`src/rtl/result_sram_reader.sv`:
```
// Streams num_words consecutive result-SRAM words out on a valid/ready port.
// An output register plus a small queue absorbs the 1-cycle SRAM read latency.
module result_sram_reader #(
   parameter int ADDR_W     = 16,
   parameter int DATA_W     = 32,
   parameter int FIFO_DEPTH = 2
) (
   input  logic              clk,
   input  logic              reset,
   input  logic              start,
   input  logic [ADDR_W-1:0] base_addr,
   input  logic [ADDR_W-1:0] num_words,
   output logic              busy,
   output logic              done,
   output logic [ADDR_W-1:0] dut__tb__sram_result_read_address,
   input  logic [DATA_W-1:0] tb__dut__sram_result_read_data,
   output logic              out_valid,
   output logic [DATA_W-1:0] out_data,
   output logic              out_last,
   input  logic              out_ready
);

   // state  | meaning
   // IDLE   | waiting for start; a zero-length start only pulses done
   // READ   | issuing reads whenever credit allows
   // DRAIN  | all reads issued; waiting for the last word to handshake

   localparam int Q_DEPTH = FIFO_DEPTH - 1;
   localparam int Q_PTR_W = (Q_DEPTH > 1) ? $clog2(Q_DEPTH) : 1;
   localparam int CNT_W   = $clog2(FIFO_DEPTH + 1) + 1;

   typedef enum logic [1:0] {
      S_IDLE  = 2'd0,
      S_READ  = 2'd1,
      S_DRAIN = 2'd2
   } state_t;

   state_t              state_q, state_d;
   logic [ADDR_W-1:0]   next_addr_q;
   logic [ADDR_W-1:0]   remaining_q;
   logic [ADDR_W-1:0]   rd_addr_q;
   logic                inflight_q;
   logic                inflight_last_q;
   logic                done_q;

   logic                out_valid_q;
   logic [DATA_W-1:0]   out_data_q;
   logic                out_last_q;

   logic [DATA_W-1:0]   q_data [Q_DEPTH];
   logic [Q_DEPTH-1:0]  q_last;
   logic [Q_PTR_W-1:0]  q_wr_ptr, q_rd_ptr;
   logic [CNT_W-1:0]    q_count;

   logic                pop, issue, accept, zero_start, final_hs;
   logic                load_out, q_pop, q_push, direct;
   logic [CNT_W-1:0]    credit_used;

   function automatic logic [Q_PTR_W-1:0] ptr_inc(input logic [Q_PTR_W-1:0] p);
      return (p == Q_PTR_W'(Q_DEPTH - 1)) ? '0 : p + Q_PTR_W'(1);
   endfunction

   assign pop = out_valid_q && out_ready;

   // A word leaving this cycle frees its slot in time for the read issued now.
   assign credit_used = q_count + CNT_W'(out_valid_q) + CNT_W'(inflight_q) - CNT_W'(pop);

   always_comb begin
      state_d    = state_q;
      issue      = 1'b0;
      accept     = 1'b0;
      zero_start = 1'b0;
      final_hs   = 1'b0;
      case (state_q)
         S_IDLE: begin
            if (start) begin
               if (num_words != '0) begin
                  accept  = 1'b1;
                  state_d = S_READ;
               end else begin
                  zero_start = 1'b1;
               end
            end
         end
         S_READ: begin
            if (credit_used < CNT_W'(FIFO_DEPTH)) begin
               issue = 1'b1;
               if (remaining_q == ADDR_W'(1)) state_d = S_DRAIN;
            end
         end
         S_DRAIN: begin
            if (pop && out_last_q) begin
               final_hs = 1'b1;
               state_d  = S_IDLE;
            end
         end
         default: state_d = S_IDLE;
      endcase
   end

   always_ff @(posedge clk or posedge reset) begin
      if (reset) begin
         state_q         <= S_IDLE;
         next_addr_q     <= '0;
         remaining_q     <= '0;
         rd_addr_q       <= '0;
         inflight_q      <= 1'b0;
         inflight_last_q <= 1'b0;
         done_q          <= 1'b0;
      end else begin
         state_q         <= state_d;
         done_q          <= zero_start || final_hs;
         inflight_q      <= issue;
         inflight_last_q <= issue && (remaining_q == ADDR_W'(1));
         if (accept) begin
            next_addr_q <= base_addr;
            remaining_q <= num_words;
         end else if (issue) begin
            rd_addr_q   <= next_addr_q;
            next_addr_q <= next_addr_q + ADDR_W'(1);
            remaining_q <= remaining_q - ADDR_W'(1);
         end
      end
   end

   // Output register is the FIFO head; the queue behind it holds the rest.
   assign load_out = !out_valid_q || pop;
   assign q_pop    = load_out && (q_count != '0);
   assign direct   = load_out && (q_count == '0) && inflight_q;
   assign q_push   = inflight_q && !direct;

   always_ff @(posedge clk or posedge reset) begin
      if (reset) begin
         out_valid_q <= 1'b0;
         out_data_q  <= '0;
         out_last_q  <= 1'b0;
         q_last      <= '0;
         q_wr_ptr    <= '0;
         q_rd_ptr    <= '0;
         q_count     <= '0;
      end else begin
         if (load_out) begin
            if (q_count != '0) begin
               out_valid_q <= 1'b1;
               out_data_q  <= q_data[q_rd_ptr];
               out_last_q  <= q_last[q_rd_ptr];
            end else if (inflight_q) begin
               out_valid_q <= 1'b1;
               out_data_q  <= tb__dut__sram_result_read_data;
               out_last_q  <= inflight_last_q;
            end else begin
               out_valid_q <= 1'b0;
            end
         end
         if (q_push) begin
            q_last[q_wr_ptr] <= inflight_last_q;
            q_wr_ptr         <= ptr_inc(q_wr_ptr);
         end
         if (q_pop) q_rd_ptr <= ptr_inc(q_rd_ptr);
         case ({q_push, q_pop})
            2'b10:   q_count <= q_count + CNT_W'(1);
            2'b01:   q_count <= q_count - CNT_W'(1);
            default: q_count <= q_count;
         endcase
      end
   end

   always_ff @(posedge clk) begin
      if (q_push) q_data[q_wr_ptr] <= tb__dut__sram_result_read_data;
   end

   assign busy                              = (state_q != S_IDLE);
   assign done                              = done_q;
   assign dut__tb__sram_result_read_address = rd_addr_q;
   assign out_valid                         = out_valid_q;
   assign out_data                          = out_data_q;
   assign out_last                          = out_last_q && out_valid_q;

endmodule

```
`config.mk`:
```
export PLATFORM = sky130hd
export DESIGN_NAME = result_sram_reader
export DESIGN_NICKNAME = d
export VERILOG_FILES = /design/src/rtl/result_sram_reader.sv
export SDC_FILE = /design/constraint.sdc
export NUM_CORES = 1
export LEC_CHECK = 0
export CORE_MARGIN = 2
export CORE_UTILIZATION = 45
export CTS_CLUSTER_DIAMETER = 100
export DETAILED_ROUTE_END_ITERATION = 8
export HOLD_SLACK_MARGIN = 0.12
export PLACE_DENSITY = 0.78
export SLEW_MARGIN = 20
export SYNTH_ARGS = -nofsm -noshare
export SYNTH_HDL_FRONTEND = slang
export SYNTH_SLANG_ARGS = --single-unit
```
`constraint.sdc`:
```
create_clock -name clk -period 3.2 [get_ports clk]
set_clock_uncertainty 0.15 [all_clocks]
set_input_delay 0.32 -clock clk [delete_from_list [all_inputs] [get_ports clk]]
set_output_delay 0.32 -clock clk [all_outputs]
set_load 0.005 [all_outputs]
```
* Word level (Yosys, flattened, before mapping) *
Memory sizes are Yosys's and may differ from the RTL's.
Index checks and enable logic that the tools add are counted.

operators by class
  add/subtract/negate cells = 9
  $lt $le $gt $ge = 4
  equal/unequal tests = 10
  multiplexer cells = 34
  bitwise operators = 1
  reduce and logical (&&, ||, !) cells = 24

operator list
  cell                                                                          count
  16-bit two-way mux                                                            4
  32-bit two-way mux                                                            2
  1-bit two-way mux                                                             20
  16-bit by 1-bit adder with 16-bit output, second input constant               1
  16-bit by 1-bit equality test with 1-bit output, second input constant        1
  16-bit nonzero test                                                           1
  16-bit by 1-bit subtractor with 16-bit output, second input constant          1
  2-bit two-way mux                                                             5
  2-bit inequality test, second input constant                                  5
  1-bit logical AND                                                             9
  2-bit nonzero test                                                            4
  3-bit by 1-bit adder with 3-bit output                                        2
  2-bit case mux with 3 select lines                                            1
  3-bit case mux with 2 select lines                                            1
  5-bit AND reduction                                                           1
  2-bit by 1-bit equality test with 1-bit output, second input constant         2
  2-bit equality test, second input constant                                    2
  2-bit AND reduction                                                           2
  3-bit by 1-bit adder with 3-bit output, second input constant                 1
  3-bit logical NOT                                                             1
  3-bit by 2-bit less-than comparator with 1-bit output, second input constant  1
  3-bit nonzero test                                                            1
  3-bit by 1-bit subtractor with 3-bit output                                   1
  3-bit by 1-bit subtractor with 3-bit output, second input constant            1
  other kinds (8)                                                               12

word-level totals
  register bits after elaboration = 93
  bits in writable memories = 32
  output and inout port bits = 52
  logic and storage cells = 97
  memories = 1

memory list
  name    words  width  read ports  clocked after memory_dff  wr ports  RTL line  text
  q_data  1      32     1           0                         1         50        logic [DATA_W-1:0] q_data [Q_DEPTH];

* Depth between registers and ports, before layout *
  word-level depth = 8
  depth in mapped cells = 13
  depth with buffers taken out = 12

* Least setup slack after synthesis *
OpenSTA, ideal clock, no wires.

  path kind = register to register
  from = register out_valid_q (netlist: out_valid)
  to = register remaining_q[6]
  library setup time = 0.126 ns
  data arrival time = 2.923 ns
  required time = 2.924 ns
  slack = 0.001 ns
  stages on the path, launching flop included = 13
  buffers on the path = 1
  cell sequence = dfrtp_1 and2_1 ha_1 inv_1 ha_1 a21o_1 fa_1 xor3_1 or3b_4 o21ai_2 buf_2 o21ai_0 a221o_1

between the ends
  cells in the longest elaborated chain, start to end = 7

RTL lines
  what                                                       RTL line  text
  start: declaration                                         46        logic out_valid_q;
  start signal: assignment                                   134       out_valid_q <= 1'b0;
  start signal: assignment                                   144       out_valid_q <= 1'b1;
  start signal: assignment                                   148       out_valid_q <= 1'b1;
  3-bit by 1-bit adder with 3-bit output (2 in series)       66        assign credit_used = q_count + CNT_W'(out_valid_q) + CNT_W'(inflight_q) - CNT_W'(pop);
  3-bit by 1-bit subtractor with 3-bit output (*)            66
  3-bit by 2-bit less-than comparator with 1-bit output (*)  86        if (credit_used < CNT_W'(FIFO_DEPTH)) begin
  1-bit two-way mux (*)                                      86
  1-bit two-way mux (*)                                      74        case (state_q)
  2-bit nonzero test (no line) (*)                           -
  end signal: assignment                                     117       remaining_q <= num_words;
  end signal: assignment                                     121       remaining_q <= remaining_q - ADDR_W'(1);
  end: declaration                                           40        logic [ADDR_W-1:0] remaining_q;

Mark *: on every way between the ends. The rest lies on a longest branch, timed or not.
A chain may end at the register's enable or synchronous reset.

* Final worst setup path *
  from = register out_valid_q (netlist: out_valid)
  to = register next_addr_q[10]

between the ends
  cells in the longest elaborated chain, start to end = 7

RTL lines
  what                                                       RTL line  text
  3-bit by 1-bit adder with 3-bit output (2 in series)       66
  3-bit by 1-bit subtractor with 3-bit output (*)            66
  3-bit by 2-bit less-than comparator with 1-bit output (*)  86
  1-bit two-way mux (*)                                      86
  1-bit two-way mux (*)                                      74
  2-bit nonzero test (no line) (*)                           -
  end signal: assignment                                     116       next_addr_q <= base_addr;
  end signal: assignment                                     120       next_addr_q <= next_addr_q + ADDR_W'(1);
  end: declaration                                           39        logic [ADDR_W-1:0] next_addr_q;

Marked as above.

==> out/metrics.yaml <==
status: "finished, violations left"
violations: "setup timing"
critical_path_class: "register to register"
vias: 4509
syn_nets: 586
cts_inserted_buffers: 17
diodes: 0
layout-drive-gt1-share: 0.134
syn_area_mm2: 0.00555
yosys.area_share.simple: 0.165
worst-path-max-fanout: 5
synth_edf_count: 32
rsz0062_at_grt: "yes"
cp_data_required_time_ns: 3.35
place.port_buffers: 119
overflow: 0
endpoint_kind: "register"
setup-tns-final_ns: -0.0372
nFillCells: 945
routed_wl_um: 13300
ant_nets: 0
place_congestion: 0.819
peakVddDrop_v: 0.000651
critPathSlowestCell: "or3b_4"
clk-insertion-delay-late_ns: 0.42
synthArstFlopShare: 0.740
utilization: 0.646
powerDensity_mw_per_mm2: 1170
cts_root_buffer: "clkbuf_16"
vias_per_cell: 5.56
cts_sinks: 123
syn2layout_area_growth_pct: 39.8
period_minus_slack_ns: 3.23
synth_compound_area_frac: 0.116
dieHeight_um: 115
dpl.hpwl_um: 9100
finalCritPeriodShare: 1.01
arrival_ns: 3.38
ys_ff_latch: 123
grt_pass1_vias: 4570
synth-main-ff-cell: "dfrtp_1"
antenna_found_initial: 0
nNetsFinal: 727
synth_top_family_by_area: "simple AND/OR/NAND/NOR gates"
start_kind: "register"
maxSlewHeadroom: 0.570
drc: 0
finalSetupViolCount: 2
io_pins: 120
synth_xor_area_frac: 0.0185
finalHoldViolations: 0
synthAdderAreaFrac: 0.0207
die_x_um: 115
cts_tree: "done"
synthCells: 510
clkTransAtPathRegs_ns: 0.05
ctsLongestPathBuffers: 2
fmax_ghz: 0.310
holdBufCountCts: 0
crit_chain: "and2_1 -> ha_1 -> inv_1 -> ha_1 -> a21o_1 -> fa_2 -> xor3_1 -> or3b_4 -> buf_6 -> o21a_4 -> a21o_1 -> a221o_1"
core_mm2: 0.0120
critPathMaxStageDelay_ns: 0.43
leakagePower_nw: 3.21
rows: 40
synth.yosys.seq_area_share: 0.584
track_usage: 0.211
drt_iter0_markers: 297
initial_core_util: 0.462
grt_pass1_wl_um: 21700
yosys.cell_types.count: 53
slew_viol_final: 0
grt_max_degree: 67
hold_class: "input pin to async pin"
synthMuxAreaShare: 0.0634
cts_max_level: 4
max-cap-violations: 0
avgSynthCellArea_um2: 10.9
die-area_mm2: 0.0132
worstMarginPinSlew_ns: 0.640
setup_ws_ns: -0.0255
yosysWarningCount: 0
wl_per_cell_um: 16.3
dr.pass1.iters: 4
==> state kept, by name, indices dropped and copies added (netlist names) <==
register / flops
q_last: 1
q_count: 3
dut__tb__sram_result_read_address: 16
q_data: 32
out_data: 32
out_last_q: 1
state_q: 2
inflight_q: 1
next_addr_q: 16
remaining_q: 16
inflight_last_q: 1
out_valid: 1
done: 1
==> per-stage QoR <==
stage,setup slack (ns),total power [W],hold WS [ns],cells,area [um2]
finish,-0.0255,0.00909,0.145,811,7760
global route,-0.129,0.00970,0.209,811,7760
CTS,-0.00440,0.00882,0.168,808,7680
global placement,-0.431,0.00652,0.311,775,7040
detailed placement,-0.523,0.00671,0.314,775,7040
floorplan,0.00112,0.00488,0.269,510,5550
==> worst paths after layout <==
path                                                       start                               endpoint  slack [ns]  cells past startpoint
setup / recovery                                       out_valid                        next_addr_q[10]       -0.03                     12
hold / removal                                             reset                           out_data[21]        0.15                      2
setup reg to reg                                       out_valid                        next_addr_q[10]       -0.03                     12
hold reg to reg            dut__tb__sram_result_read_address[13]  dut__tb__sram_result_read_address[13]        0.32                      2
max in group asynchronous                                  reset                           out_data[10]        2.03                      3
min in group clk                                   base_addr[13]                        next_addr_q[13]        0.31                      3
==> placed cells by master, fill, tap and decap left out, drive strengths merged, types with 4 or more instances in the layout <==
master           n
a21oi            6
a221o           17
buf             31
clkbuf          24
clkdlybuf4s50  119
clkinv           5
dfrtp           91
edfxtp          32
ha               6
inv             14
mux2i           34
nand2          111
nand3           10
nand4            5
nor2            16
nor3             9
nor3b            4
nor4            13
o21ai           63
or4              5
xor2             6
==> critical path, delay by kind of cell, from the launching register on <==
family / cells / cell delay, ns
flops: 1 / 0.38
compound gates: 4 / 0.75
buf+inv: 2 / 0.18
simple gates: 2 / 0.57
xor+xnor: 1 / 0.22
fa+ha+maj: 3 / 0.85
==> metal layers <==
metal  track usage  vias up  routed length, um
met1         0.267     2200               5750
met5             0        -                  0
met2         0.345      180               6340
met4        0.0859        0                249
li1              -     2105                  -
met3        0.0564       24                915
==> synth_stat cells (2+ instances only) <==
library cell / n / area [um2]
dfrtp_1: 91 / 2280
a21o_1: 2 / 15.0
nor3b_1: 4 / 30.0
mux2i_1: 34 / 340
a21oi_1: 6 / 30.0
edfxtp_1: 32 / 961
nor4_1: 11 / 68.8
o21ai_0: 61 / 305
nand3_1: 10 / 50.1
buf_1: 4 / 15.0
clkbuf_1: 12 / 45.0
ha_1: 6 / 75.1
buf_2: 10 / 50.1
and3_1: 3 / 18.8
o21a_1: 2 / 15.0
nor3_1: 9 / 45.0
a22oi_1: 2 / 15.0
xnor2_1: 3 / 26.3
and4_1: 2 / 17.5
nand4b_1: 2 / 17.5
o211ai_1: 3 / 22.5
nor2_1: 16 / 60.1
or4_4: 4 / 45.0
nand4_1: 5 / 31.3
buf_4: 2 / 15.0
fa_1: 2 / 40.0
xor2_1: 6 / 52.6
nand2_1: 111 / 417
a221o_1: 16 / 160
inv_1: 15 / 56.3
and2_1: 2 / 12.5
==> where the power goes <==
part	total, W	switching, W	leakage, nW	internal (W)
Sequential	0.00264	0.000422	1.45	0.00222
Clock	0.00196	0.000663	0.300	0.00130
Combinational	0.00449	0.00217	1.45	0.00232
==> what timing repair did <==
action	CTS	global route
setup endpoints to repair	32	40
pin swaps	1	6
resized for setup	5	22
buffers inserted	1	3
==> cells by family after synthesis <==
family                     after synthesis
adders and majority gates                8
AOI/OAI and AO/OA                      102
and+or+nand+nor                        189
xor gates and xnor gates                10
buffers and inverters                   43
DFF                                    123
muxes                                   35
==> final cells by class <==
cell class / count / area [um2] / share of cell area
Clock buffer: 24 / 492 / 0.0634
Inverter: 15 / 57.6 / 0.00742
Sequential cell: 123 / 3240 / 0.417
Multi-Input combinational cell: 344 / 2190 / 0.283
Clock inverter: 8 / 118 / 0.0152
Tap cell: 147 / 184 / 0.0237
Timing Repair Buffer: 150 / 1480 / 0.190
(Power assumes the default switching activity.)
